File: src/rtl/id_ex_stage_buf_pkg.sv
// Shared definitions for the ID/EX stage: default widths, EX-field bit positions,
// the all-zero control bubble and the default-width payload record.
package idex_pkg;

    localparam int DEF_DATA_W  = 32;
    localparam int DEF_PC_W    = 8;
    localparam int DEF_RA_W    = 5;
    localparam int DEF_M_W     = 3;
    localparam int DEF_WB_W    = 2;
    localparam int DEF_ALUOP_W = 2;
    localparam int DEF_CNT_W   = 16;
    localparam int DEF_EX_W    = DEF_ALUOP_W + 2;

    // EX field layout is {reg_dst, alu_op, alu_src}
    localparam int EX_ALU_SRC_BIT = 0;
    localparam int EX_ALU_OP_LSB  = 1;

    function automatic int ex_reg_dst_bit(input int aluop_w);
        return aluop_w + 1;
    endfunction

    localparam logic [DEF_M_W+DEF_WB_W+DEF_EX_W-1:0] CTRL_BUBBLE = '0;

    typedef struct packed {
        logic [DEF_PC_W-1:0]   pc;
        logic [DEF_DATA_W-1:0] rs_data;
        logic [DEF_DATA_W-1:0] rt_data;
        logic [DEF_DATA_W-1:0] imm;
        logic [DEF_RA_W-1:0]   rd;
        logic [DEF_RA_W-1:0]   rt;
        logic [DEF_M_W-1:0]    m;
        logic [DEF_WB_W-1:0]   wb;
        logic [DEF_EX_W-1:0]   ex;
    } idex_payload_t;

endpackage

File: src/rtl/id_ex_stage_buf_if.sv
// Decode-side and EX-side handshake/payload bundle of the ID/EX stage.
interface id_ex_stage_buf_if
    import idex_pkg::*;
#(
    parameter int DATA_W  = DEF_DATA_W,
    parameter int PC_W    = DEF_PC_W,
    parameter int RA_W    = DEF_RA_W,
    parameter int M_W     = DEF_M_W,
    parameter int WB_W    = DEF_WB_W,
    parameter int ALUOP_W = DEF_ALUOP_W,
    parameter int CNT_W   = DEF_CNT_W
);
    localparam int EX_W = ALUOP_W + 2;

    logic               in_valid;
    logic               in_ready;
    logic               flush;
    logic [PC_W-1:0]    pc_in;
    logic [DATA_W-1:0]  rs_data_in;
    logic [DATA_W-1:0]  rt_data_in;
    logic [DATA_W-1:0]  imm_in;
    logic [RA_W-1:0]    rd_in;
    logic [RA_W-1:0]    rt_in;
    logic [M_W-1:0]     m_in;
    logic [WB_W-1:0]    wb_in;
    logic [EX_W-1:0]    ex_in;

    logic               out_valid;
    logic               out_ready;
    logic [PC_W-1:0]    pc_out;
    logic [DATA_W-1:0]  rs_data_out;
    logic [DATA_W-1:0]  rt_data_out;
    logic [DATA_W-1:0]  imm_out;
    logic [RA_W-1:0]    rd_out;
    logic [RA_W-1:0]    rt_out;
    logic [M_W-1:0]     m_out;
    logic [WB_W-1:0]    wb_out;
    logic               reg_dst;
    logic               alu_src;
    logic [ALUOP_W-1:0] alu_op;
    logic [1:0]         occupancy;
    logic [CNT_W-1:0]   stall_cnt;

    modport master (
        output in_valid, flush, pc_in, rs_data_in, rt_data_in, imm_in, rd_in, rt_in,
               m_in, wb_in, ex_in, out_ready,
        input  in_ready, out_valid, pc_out, rs_data_out, rt_data_out, imm_out, rd_out,
               rt_out, m_out, wb_out, reg_dst, alu_src, alu_op, occupancy, stall_cnt
    );

    modport slave (
        input  in_valid, flush, pc_in, rs_data_in, rt_data_in, imm_in, rd_in, rt_in,
               m_in, wb_in, ex_in, out_ready,
        output in_ready, out_valid, pc_out, rs_data_out, rt_data_out, imm_out, rd_out,
               rt_out, m_out, wb_out, reg_dst, alu_src, alu_op, occupancy, stall_cnt
    );

endinterface

File: src/rtl/id_ex_stage_buf_skid.sv
// Generic two-entry skid buffer: main entry drives the outputs, skid entry absorbs
// one extra beat so in_ready never depends combinationally on out_ready.
module idex_skid_reg #(
    parameter int W = 8
) (
    input  logic         clk,
    input  logic         rst,
    input  logic         flush,
    input  logic         in_valid,
    output logic         in_ready,
    input  logic [W-1:0] in_data,
    output logic         out_valid,
    input  logic         out_ready,
    output logic [W-1:0] out_data,
    output logic [1:0]   occupancy
);
    logic         main_valid;
    logic         skid_valid;
    logic [W-1:0] main_data;
    logic [W-1:0] skid_data;
    logic         accept;
    logic         drain;

    assign in_ready  = ~skid_valid & ~rst;
    assign accept    = in_valid & in_ready;
    assign drain     = main_valid & out_ready;
    assign out_valid = main_valid;
    assign out_data  = main_data;
    assign occupancy = {1'b0, main_valid} + {1'b0, skid_valid};

    // Flush only invalidates; data registers keep their last contents.
    always_ff @(posedge clk) begin
        if (rst) begin
            main_valid <= 1'b0;
            skid_valid <= 1'b0;
            main_data  <= '0;
            skid_data  <= '0;
        end else if (flush) begin
            main_valid <= 1'b0;
            skid_valid <= 1'b0;
        end else if (drain && skid_valid) begin
            main_valid <= 1'b1;
            main_data  <= skid_data;
            skid_valid <= 1'b0;
        end else if (!main_valid || drain) begin
            main_valid <= accept;
            if (accept) begin
                main_data <= in_data;
            end
        end else if (accept) begin
            skid_valid <= 1'b1;
            skid_data  <= in_data;
        end
    end

endmodule

File: src/rtl/id_ex_stage_buf.sv
// ID/EX pipeline register with valid/ready handshake, skid buffering, flush,
// bubble insertion on the control fields and a saturating stall counter.
module id_ex_stage_buf
    import idex_pkg::*;
#(
    parameter int DATA_W  = DEF_DATA_W,
    parameter int PC_W    = DEF_PC_W,
    parameter int RA_W    = DEF_RA_W,
    parameter int M_W     = DEF_M_W,
    parameter int WB_W    = DEF_WB_W,
    parameter int ALUOP_W = DEF_ALUOP_W,
    parameter int CNT_W   = DEF_CNT_W
) (
    input logic              clk_IDEX,
    input logic              rst_IDEX,
    id_ex_stage_buf_if.slave bus
);
    localparam int EX_W   = ALUOP_W + 2;
    localparam int RD_BIT = ex_reg_dst_bit(ALUOP_W);
    localparam int PAY_W  = PC_W + 3*DATA_W + 2*RA_W + M_W + WB_W + EX_W;

    logic [PAY_W-1:0]  pay_in;
    logic [PAY_W-1:0]  pay_out;
    logic              main_valid;
    logic [PC_W-1:0]   pc_q;
    logic [DATA_W-1:0] rs_q;
    logic [DATA_W-1:0] rt_data_q;
    logic [DATA_W-1:0] imm_q;
    logic [RA_W-1:0]   rd_q;
    logic [RA_W-1:0]   rt_q;
    logic [M_W-1:0]    m_q;
    logic [WB_W-1:0]   wb_q;
    logic [EX_W-1:0]   ex_q;
    logic [CNT_W-1:0]  stall_q;

    assign pay_in = {bus.pc_in, bus.rs_data_in, bus.rt_data_in, bus.imm_in,
                     bus.rd_in, bus.rt_in, bus.m_in, bus.wb_in, bus.ex_in};

    idex_skid_reg #(.W(PAY_W)) u_skid (
        .clk       (clk_IDEX),
        .rst       (rst_IDEX),
        .flush     (bus.flush),
        .in_valid  (bus.in_valid),
        .in_ready  (bus.in_ready),
        .in_data   (pay_in),
        .out_valid (main_valid),
        .out_ready (bus.out_ready),
        .out_data  (pay_out),
        .occupancy (bus.occupancy)
    );

    assign {pc_q, rs_q, rt_data_q, imm_q, rd_q, rt_q, m_q, wb_q, ex_q} = pay_out;

    assign bus.out_valid   = main_valid;
    assign bus.pc_out      = pc_q;
    assign bus.rs_data_out = rs_q;
    assign bus.rt_data_out = rt_data_q;
    assign bus.imm_out     = imm_q;
    assign bus.rd_out      = rd_q;
    assign bus.rt_out      = rt_q;

    // An empty stage must look like a nop to MEM/WB, so control is gated by valid.
    assign bus.m_out   = main_valid ? m_q  : '0;
    assign bus.wb_out  = main_valid ? wb_q : '0;
    assign bus.reg_dst = main_valid & ex_q[RD_BIT];
    assign bus.alu_src = main_valid & ex_q[EX_ALU_SRC_BIT];
    assign bus.alu_op  = main_valid ? ex_q[EX_ALU_OP_LSB +: ALUOP_W] : '0;

    always_ff @(posedge clk_IDEX) begin
        if (rst_IDEX) begin
            stall_q <= '0;
        end else if (main_valid && !bus.out_ready && (stall_q != {CNT_W{1'b1}})) begin
            stall_q <= stall_q + 1'b1;
        end
    end

    assign bus.stall_cnt = stall_q;

endmodule

File: src/flat_wrapper.sv
// flat-port wrapper written by rule: the top's interface ports become plain ports
module id_ex_stage_buf_flat import idex_pkg::*;
#(
    parameter int DATA_W  = DEF_DATA_W,
    parameter int PC_W    = DEF_PC_W,
    parameter int RA_W    = DEF_RA_W,
    parameter int M_W     = DEF_M_W,
    parameter int WB_W    = DEF_WB_W,
    parameter int ALUOP_W = DEF_ALUOP_W,
    parameter int CNT_W   = DEF_CNT_W
)
  (clk_IDEX, rst_IDEX, bus_in_valid, bus_flush, bus_pc_in, bus_rs_data_in, bus_rt_data_in, bus_imm_in, bus_rd_in, bus_rt_in, bus_m_in, bus_wb_in, bus_ex_in, bus_out_ready, bus_in_ready, bus_out_valid, bus_pc_out, bus_rs_data_out, bus_rt_data_out, bus_imm_out, bus_rd_out, bus_rt_out, bus_m_out, bus_wb_out, bus_reg_dst, bus_alu_src, bus_alu_op, bus_occupancy, bus_stall_cnt);
  id_ex_stage_buf_if #(.DATA_W(DATA_W), .PC_W(PC_W), .RA_W(RA_W), .M_W(M_W), .WB_W(WB_W), .ALUOP_W(ALUOP_W), .CNT_W(CNT_W)) bus_i ();
  input logic clk_IDEX;
  input logic rst_IDEX;
  input wire logic [$bits(bus_i.in_valid)-1:0] bus_in_valid;
  input wire logic [$bits(bus_i.flush)-1:0] bus_flush;
  input wire logic [$bits(bus_i.pc_in)-1:0] bus_pc_in;
  input wire logic [$bits(bus_i.rs_data_in)-1:0] bus_rs_data_in;
  input wire logic [$bits(bus_i.rt_data_in)-1:0] bus_rt_data_in;
  input wire logic [$bits(bus_i.imm_in)-1:0] bus_imm_in;
  input wire logic [$bits(bus_i.rd_in)-1:0] bus_rd_in;
  input wire logic [$bits(bus_i.rt_in)-1:0] bus_rt_in;
  input wire logic [$bits(bus_i.m_in)-1:0] bus_m_in;
  input wire logic [$bits(bus_i.wb_in)-1:0] bus_wb_in;
  input wire logic [$bits(bus_i.ex_in)-1:0] bus_ex_in;
  input wire logic [$bits(bus_i.out_ready)-1:0] bus_out_ready;
  output wire logic [$bits(bus_i.in_ready)-1:0] bus_in_ready;
  output wire logic [$bits(bus_i.out_valid)-1:0] bus_out_valid;
  output wire logic [$bits(bus_i.pc_out)-1:0] bus_pc_out;
  output wire logic [$bits(bus_i.rs_data_out)-1:0] bus_rs_data_out;
  output wire logic [$bits(bus_i.rt_data_out)-1:0] bus_rt_data_out;
  output wire logic [$bits(bus_i.imm_out)-1:0] bus_imm_out;
  output wire logic [$bits(bus_i.rd_out)-1:0] bus_rd_out;
  output wire logic [$bits(bus_i.rt_out)-1:0] bus_rt_out;
  output wire logic [$bits(bus_i.m_out)-1:0] bus_m_out;
  output wire logic [$bits(bus_i.wb_out)-1:0] bus_wb_out;
  output wire logic [$bits(bus_i.reg_dst)-1:0] bus_reg_dst;
  output wire logic [$bits(bus_i.alu_src)-1:0] bus_alu_src;
  output wire logic [$bits(bus_i.alu_op)-1:0] bus_alu_op;
  output wire logic [$bits(bus_i.occupancy)-1:0] bus_occupancy;
  output wire logic [$bits(bus_i.stall_cnt)-1:0] bus_stall_cnt;
  assign bus_i.in_valid = bus_in_valid;
  assign bus_i.flush = bus_flush;
  assign bus_i.pc_in = bus_pc_in;
  assign bus_i.rs_data_in = bus_rs_data_in;
  assign bus_i.rt_data_in = bus_rt_data_in;
  assign bus_i.imm_in = bus_imm_in;
  assign bus_i.rd_in = bus_rd_in;
  assign bus_i.rt_in = bus_rt_in;
  assign bus_i.m_in = bus_m_in;
  assign bus_i.wb_in = bus_wb_in;
  assign bus_i.ex_in = bus_ex_in;
  assign bus_i.out_ready = bus_out_ready;
  assign bus_in_ready = bus_i.in_ready;
  assign bus_out_valid = bus_i.out_valid;
  assign bus_pc_out = bus_i.pc_out;
  assign bus_rs_data_out = bus_i.rs_data_out;
  assign bus_rt_data_out = bus_i.rt_data_out;
  assign bus_imm_out = bus_i.imm_out;
  assign bus_rd_out = bus_i.rd_out;
  assign bus_rt_out = bus_i.rt_out;
  assign bus_m_out = bus_i.m_out;
  assign bus_wb_out = bus_i.wb_out;
  assign bus_reg_dst = bus_i.reg_dst;
  assign bus_alu_src = bus_i.alu_src;
  assign bus_alu_op = bus_i.alu_op;
  assign bus_occupancy = bus_i.occupancy;
  assign bus_stall_cnt = bus_i.stall_cnt;
  id_ex_stage_buf #(.DATA_W(DATA_W), .PC_W(PC_W), .RA_W(RA_W), .M_W(M_W), .WB_W(WB_W), .ALUOP_W(ALUOP_W), .CNT_W(CNT_W)) u_core (.clk_IDEX(clk_IDEX), .rst_IDEX(rst_IDEX), .bus(bus_i));
endmodule
File: config.mk
export PLATFORM = sky130hd
export DESIGN_NAME = id_ex_stage_buf_flat
export DESIGN_NICKNAME = d
export VERILOG_FILES = /design/src/rtl/id_ex_stage_buf_pkg.sv /design/src/rtl/id_ex_stage_buf_if.sv /design/src/rtl/id_ex_stage_buf_skid.sv /design/src/rtl/id_ex_stage_buf.sv /design/src/flat_wrapper.sv
export SDC_FILE = /design/constraint.sdc
export NUM_CORES = 1
export LEC_CHECK = 0
export CAP_MARGIN = 0
export CORE_MARGIN = 2
export CORE_UTILIZATION = 54
export CTS_BUF_LIST = sky130_fd_sc_hd__clkbuf_16
export DETAILED_ROUTE_END_ITERATION = 8
export GPL_TIMING_DRIVEN = 0
export PLACE_DENSITY = 0.86
export SLEW_MARGIN = 20
export SYNTH_ARGS = -nofsm -noshare
export SYNTH_HDL_FRONTEND = slang
export SYNTH_SLANG_ARGS = --single-unit
File: constraint.sdc
create_clock -name clk_IDEX -period 4.03 [get_ports clk_IDEX]
set_input_delay 0.806 -clock clk_IDEX [delete_from_list [all_inputs] [get_ports clk_IDEX]]
set_output_delay 0.806 -clock clk_IDEX [all_outputs]
set_load 0.02 [all_outputs]
=== Yosys cells after proc, flatten, opt, wreduce, memory -nomap -nowiden ===
Index checks and enable logic that the tools add are counted.

* Add/sub/neg operators: 2
* Multipliers: 0
* Divide/modulo/power cells: 0
* Order comparisons: 0
* Eq/ne operators: 1
* Shifts and indexed selects: 0
* Mux-type cells: 8
* Bitwise logic cells: 10
* Reduce and logical (&&, ||, !) cells: 13

{| class="wikitable"
|+ Operators with widths
! operator !! number
|-
| 2-to-1 mux 123 bit || 3
|-
| adder 16 x 1 -> 16 bit, second input constant || 1
|-
| inequality test 16 bit, second input constant || 1
|-
| bitwise AND 1 bit || 5
|-
| NOT 1 bit || 5
|-
| 2-to-1 mux 2 bit || 2
|-
| AND reduction 4 bit || 1
|-
| nonzero test 2 bit || 2
|-
| logical AND 1 bit || 3
|-
| 2-to-1 mux 3 bit || 1
|-
| AND reduction 3 bit || 1
|-
| OR reduction 3 bit || 1
|-
| adder 1 x 1 -> 2 bit || 1
|-
| logical NOT 1 bit || 2
|-
| 2-to-1 mux 1 bit || 2
|-
| AND reduction 2 bit || 1
|-
| OR reduction 2 bit || 1
|-
| logical OR 1 bit || 1
|}

* Register bits: 264
* Bits in latches: 0
* Memory bits (writable): 0
* Bits in read-only memories: 0
* Input port bits: 128
* Output and inout port bits: 143
* Word-level logic and storage cells: 39
* Memories: 0

=== Logic depth before layout (Yosys ltp) ===
Gate-level depths: netlist of the first run.

* Depth in word-level cells: 6
* Depth in mapped cells: 8
* Mapped depth without buffers: 5

=== Modules after synthesis ===
Synthesis of the first run repeated with hierarchy kept, for this count alone.

* Cell total of the unflattened synthesis: 1400
* Area total of the unflattened synthesis: 12584.6 um^2

{| class="wikitable"
|+ By module, submodules not included
! module !! instances !! cells an instance !! area each (um^2) !! seq. area each (um^2)
|-
| idex_skid_reg || 1 || 1291 || 11700.0 || 4964.8
|-
| id_ex_stage_buf || 1 || 109 || 884.6 || 320.3
|}

=== Worst setup path after synthesis of the first run ===
Ideal clock, no wire load.

* Path kind: input port to output port
* From: input port rst_IDEX
* To: output port bus_in_ready
* Arrival time: 1667 ps
* Data required time: 3224 ps
* Setup slack: 1557 ps
* Cell stages on the path: 4
* Buffers on the path: 3
* Cell sequence: buf_2 -> clkbuf_1 -> clkbuf_1 -> nor2_1

* Longest elaborated chain between the ends: 2

{| class="wikitable"
|+ Ends and longest elaborated chain
! what !! RTL line !! RTL
|-
| start: declaration || flat_wrapper.sv:15 || <nowiki>input logic rst_IDEX;</nowiki>
|-
| NOT 1 bit || id_ex_stage_buf_skid.sv:24 || <nowiki>assign in_ready = ~skid_valid & ~rst;</nowiki>
|-
| bitwise AND 1 bit || id_ex_stage_buf_skid.sv:24 ||
|-
| end: declaration || flat_wrapper.sv:28 || <nowiki>output wire logic [$bits(bus_i.in_ready)-1:0] bus_in_ready;</nowiki>
|}

Every way passes these cells.

=== Worst setup path after layout of the first run ===
Same ends and word-level chain as after synthesis.

==> flow_metrics.tcl, run 1 <==
set metrics [dict create \
    outcome "complete, no violations" \
    endpoint "bus_in_ready" \
    htree_levels 1 \
    gr-usage-all-layers_pct 26.61 \
    core_mm2 0.02089 \
    layout.cells.most_common_list "clkdlybuf4s50_1, dfxtp_1, nand2_1, a21oi_1, nor2_1" \
    gp_congestion 0.8507 \
    ys.flop_type "dfxtp_1" \
    grt_max_degree 14 \
    num_io_pins 271 \
    fin_skew_ps 21.36 \
    setup_viol_count_final 0 \
    grt_pass1_wl_um 47690 \
    drtAntennaViolNets 0 \
    finalCritPeriodShare_pct 84.23 \
    synth-edff-count 0 \
    cts_root_buffer "clkbuf_16" \
    clk_pin_slew_ps 60 \
    ys_ff_latch 264 \
    hpwl_um 21890 \
    start_util_pct 54.63 \
    die_h_um 149.4 \
    ir_worst_vdd_mv 0.3383 \
    worstPathMaxFanout 10 \
    cts.sinks 264 \
    numPortBuffers 269 \
    drt_iter0_drc 406 \
    hold_violations 0 \
    worstMarginPinSlew_ps 844.7 \
    max_freq_ghz 0.2946 \
    post_drt_wl_per_cell_um 16.00 \
    dieArea_mm2 0.02231 \
    r2r-end "u_core.u_skid.skid_data[99]" \
    rsz0062_at_grt "false" \
    yosys_warnings 0 \
    synth-seq-area-share_pct 46.31 \
    slew_headroom_pct 42.80 \
    hp-class "reg2reg" \
    syn_area_per_cell_um2 8.639 \
    cts_resized 0 \
    final_nets 1749 \
    drive_above_1_share_pct 12.57 \
    syn_nets 1451 \
    maxCapViolations 0 \
    crit_type "in2out" \
    rows 53 \
    crit_path_start_kind "input pin" \
    ys_types 38 \
    clock_path_buffers 3 \
    min_period_ps 3394 \
    vias_per_cell 5.257 \
    syn_area_mm2 0.01141 \
    total_power_w 0.005807 \
    power_density_mw_per_mm2 380.3 \
    tns_ps 0 \
    cts_buffers 27 \
    async_flop_share_pct 0 \
    r2r-start "u_core.u_skid.out_valid" \
    drtPass1Iterations 5 \
    cts_tree "built" \
    cts_hold_buf 0 \
    die_width_um 149.4 \
    synth_cells 1321 \
    p_leak_nw 6.356 \
    mostFrequentLayoutCell "clkdlybuf4s50_1" \
    min_from "u_core.u_skid.skid_data[0]" \
    reg2reg_slack_ps 1670 \
    vias 10067 \
    antenna_found_initial 0 \
    drc 0 \
    startpoint "rst_IDEX" \
    r2r_cells 7 \
    cp.required_ps 3220 \
    syn_to_final_growth_pct 33.79 \
    grt_overflow 0 \
    drt-total-wl_um 30630 \
    post_cts_buffers 0 \
    finalMaxSlewViolations 0 \
    critPathArrivalTime_ps 2590 \
    grt_pass1_vias 9658 \
    clk_latency_ps 530 \
    critPathCaptureType "output port" \
]
synth_stat cells, types with 2 or more instances:
cell type	number	area (um2)
nand2b_1	3	18.77
and2_1	9	56.30
inv_1	4	15.01
or3_1	6	37.54
nand2_1	253	949.7
nor2_1	129	484.2
or4_1	6	45.04
mux2i_1	123	1231
nand4_1	6	37.54
buf_4	123	923.4
dfxtp_1	264	5285
nor2b_1	3	18.77
ha_1	2	25.02
nor3_1	3	15.01
a21oi_1	137	685.7
a211oi_1	124	930.9
clkbuf_1	47	176.4
buf_2	43	215.2
o21ai_0	9	45.04
nand3_1	5	25.02
o31ai_1	5	37.54
final cells by class:
cell class | count | area, um2
Sequential cell | 264 | 5285
Buffer | 215 | 1330
Multi-Input combinational cell | 838 | 4782
Timing Repair Buffer | 269 | 2693
Antenna cell | 1 | 2.502
Fill cell | 1562 | 5620
Clock buffer | 27 | 675.6
Clock inverter | 22 | 141.4
Tap cell | 275 | 344.1
Inverter | 4 | 15.01
through the flow:
stage               instance area [um2]  std cells  setup slack [ps]  utilization, %  hold WS [ps]
finish                            15270       1915             635.6           73.09         450.4
global route                      15270       1914             528.7           73.08         467.5
CTS                               15270       1914             628.7           73.08         453.7
detailed placement                14450       1865             633.0           69.17         445.6
global placement                  14450       1865             631.8           69.17         440.2
floorplan                         11410       1321              1557               -         435.7
routing by layer:
layer,part of all wire (%),track usage [%],up-vias
li1,-,-,4996
met1,42,33.98,4637
met2,48,44.50,348
met3,5.7,3.456,86
met4,4.6,12.95,0
met5,0,0,-
cells by family (layout without fill, tap and decap cells):
logic type	count (synthesis)	after routing	share of synthesized area (%)
mux	124	124	10.89
fa+ha+maj	2	2	0.2192
compound gates	280	280	15.34
other cells	0	1	0
flops	264	264	46.31
simple gates	432	432	15.46
buf+inv	219	537	11.79
state kept, by name, summed over array words and instances (netlist names):
signal	count
u_core.u_skid.out_valid	1
u_core.u_skid.skid_data	123
u_core.bus.stall_cnt	16
u_core.u_skid.out_data	123
u_core.u_skid.skid_valid	1
how the worst min path moves through the flow:
stage | endpoint | slack, ps | depth (start not counted)
global placement | u_core.u_skid.skid_data[85] | 440 | 2
global route | u_core.u_skid.skid_data[54] | 470 | 2
CTS | u_core.u_skid.skid_data[0] | 450 | 2
floorplan | u_core.u_skid.skid_data[0] | 440 | 2
detailed placement | u_core.u_skid.skid_data[0] | 450 | 2
finish | u_core.u_skid.skid_data[0] | 450 | 2
power by group:
group          switching (W)  leakage, nW  internal (W)
clock                0.00100        0.423       0.00133
combinational       0.000348         3.79      0.000391
sequential         0.0000436         2.14       0.00269
total                0.00139         6.36       0.00441
critical path: stages:
cell	delay (ps)
buf_2	170
clkbuf_1	500
clkbuf_1	450
nor2_1	100
clkdlybuf4s50_1	560
Power figures use the tool's default switching activity.
==> inputs of run 2 (changes only) <==
--- a/config.mk
+++ b/config.mk
@@ -7,11 +7,11 @@
 export LEC_CHECK = 0
 export CAP_MARGIN = 0
 export CORE_MARGIN = 2
-export CORE_UTILIZATION = 54
+export CORE_UTILIZATION = 45
 export CTS_BUF_LIST = sky130_fd_sc_hd__clkbuf_16
 export DETAILED_ROUTE_END_ITERATION = 8
 export GPL_TIMING_DRIVEN = 0
-export PLACE_DENSITY = 0.86
+export PLACE_DENSITY = 0.76
 export SLEW_MARGIN = 20
 export SYNTH_ARGS = -nofsm -noshare
 export SYNTH_HDL_FRONTEND = slang
==> constraint.sdc (replaced) <==
create_clock -name clk_IDEX -period 2.72 [get_ports clk_IDEX]
set_input_delay 0.544 -clock clk_IDEX [delete_from_list [all_inputs] [get_ports clk_IDEX]]
set_output_delay 0.544 -clock clk_IDEX [all_outputs]
set_load 0.02 [all_outputs]
==> run 2 against run 1 <==
  * Sequential share of layout area fell by 0.14 points
  * Clock skew is 6.2 ps lower
  * Critical path depth is the same
  * Combinational power up 47%
  * Setup slack lost 470 ps
  * Wire length up 1.4%
  * Core utilization decreased by 12 points
  * Largest power group unchanged
==> flow_metrics.tcl, run 2 (same netlist as run 1, synthesis figures left out) <==
set metrics [dict create \
    ir_worst_vdd_mv 0.3351 \
    crit_type "in2out" \
    worstMarginPinSlew_ps 885.9 \
    clk_latency_ps 530 \
    post_cts_buffers 0 \
    layout.cells.most_common_list "clkdlybuf4s50_1, dfxtp_1, nand2_1, a21oi_1, nor2_1" \
    drt_iter0_drc 651 \
    gr-usage-all-layers_pct 22.48 \
    finalCritPeriodShare_pct 93.86 \
    hpwl_um 22160 \
    hold_violations 0 \
    max_freq_ghz 0.3917 \
    outcome "complete, no violations" \
    startpoint "rst_IDEX" \
    antenna_found_initial 0 \
    crit_chain "buf_2 > clkbuf_2 > clkbuf_2 > nor2_1 > clkdlybuf4s50_1" \
    drtPass1Iterations 5 \
    numPortBuffers 269 \
    drc 0 \
    r2r-end "u_core.bus.stall_cnt[2]" \
    clock_path_buffers 3 \
    drt-total-wl_um 31060 \
    fin_skew_ps 15.20 \
    start_util_pct 45.58 \
    cts_root_buffer "clkbuf_16" \
    setup_slack_ps 167.1 \
    pre_cts_ws_ps -353.7 \
    endpoint "bus_in_ready" \
    grt_pass1_vias 9451 \
    grt_overflow 0 \
    power_density_mw_per_mm2 556.0 \
    mostFrequentLayoutCell "clkdlybuf4s50_1" \
    cts.sinks 264 \
    critPathArrivalTime_ps 2010 \
    r2r-start "u_core.bus.stall_cnt[0]" \
    max_stage_delay_ps 620 \
    min_period_ps 2553 \
    htree_levels 1 \
    cts_buffers 27 \
    maxCapViolations 0 \
    syn_to_final_growth_pct 34.37 \
    rsz0062_at_grt "false" \
    finalMaxSlewViolations 0 \
    setup_viol_count_final 0 \
    diodes 0 \
    core_mm2 0.02504 \
    die_width_um 163.3 \
    clk_pin_slew_ps 60 \
    tns_ps 0 \
    vias_per_cell 5.063 \
    drive_above_1_share_pct 12.87 \
    cpMostUsedCell "clkbuf_2" \
    grt_pass1_wl_um 48230 \
    vias 9974 \
    die_h_um 163.3 \
    cp.required_ps 2180 \
    crit_path_start_kind "input pin" \
    p_leak_nw 6.362 \
    post_drt_wl_per_cell_um 15.77 \
    cts_hold_buf 0 \
    dieArea_mm2 0.02665 \
    final_nets 1749 \
    rows 58 \
    gp_congestion 0.8279 \
    hp-class "reg2reg" \
    reg2reg_slack_ps 420 \
    drtAntennaViolNets 0 \
    slew_headroom_pct 40.94 \
    critPathCaptureType "output port" \
    worstPathMaxFanout 10 \
    grt_max_degree 14 \
    num_io_pins 271 \
    crit_path_top_delay_cell "clkdlybuf4s50_1" \
    r2r_cells 6 \
    cts_tree "built" \
]
==> run 2: metrics by stage <==
step	hold slack, ps	cell area (um2)	instances	util [%]	power [W]
CTS	426.1	15320	1970	61.21	0.008591
finish	451.3	15330	1970	61.25	0.008526
floorplan	435.7	11410	1321	-	0.004689
global placement	440.5	14520	1920	57.99	0.005212
global route	467.8	15330	1970	61.25	0.008816
detailed placement	445.8	14520	1920	57.99	0.005225
==> run 2: routing by layer <==
| metal | share of wire [%] | routed length [um] | track usage [%] |
|---|---|---|---|
| met4 | 3.2 | 995 | 7.120 |
| met2 | 48 | 14810 | 38.26 |
| met1 | 45 | 13890 | 29.78 |
| met3 | 4.4 | 1370 | 2.666 |
| met5 | 0 | 0 | 0 |
==> run 2: area by class of cell <==
type	instances	area, um2
inverters	4	15.01
flip-flops and latches	264	5286
multi-input cells	838	4791
clock buffers	27	675.6
repair buffers	269	2693
fillers	2160	9702
plain buffers	215	1334
clock inverters	23	127.6
well taps	330	412.9
==> run 2: repair_timing <==
action                                  4_1_cts  5_1_grt
resized for setup                             3        2
cloned                                        0        0
endpoints found under the setup margin       10       42
==> run 2: critical path: cells and delay by family <==
family | cells | cell delay, ps
buffers and inverters | 4 | 1310
AND/OR/NAND/NOR | 1 | 150
==> run 2: power breakdown <==
| part | internal (W) | leakage, nW | switching [W] |
|---|---|---|---|
| combinational | 0.000579 | 3.80 | 0.000515 |
| sequential | 0.00398 | 2.14 | 0.0000661 |
| clock | 0.00189 | 0.417 | 0.00149 |
==> run 2: worst min-delay path by stage <==
| stage | start | end | slack [ps] | cells after the start |
|---|---|---|---|---|
| final | u_core.u_skid.skid_data[71] | u_core.u_skid.skid_data[71] | 450 | 2 |
| after global routing | u_core.u_skid.skid_data[12] | u_core.u_skid.skid_data[12] | 470 | 2 |
| after CTS | rst_IDEX | u_core.bus.stall_cnt[1] | 430 | 4 |
| after detailed placement | u_core.u_skid.skid_data[85] | u_core.u_skid.skid_data[85] | 450 | 2 |
| after global placement | u_core.u_skid.skid_data[26] | u_core.u_skid.skid_data[26] | 440 | 2 |
| after floorplan | u_core.u_skid.skid_data[0] | u_core.u_skid.skid_data[0] | 440 | 2 |
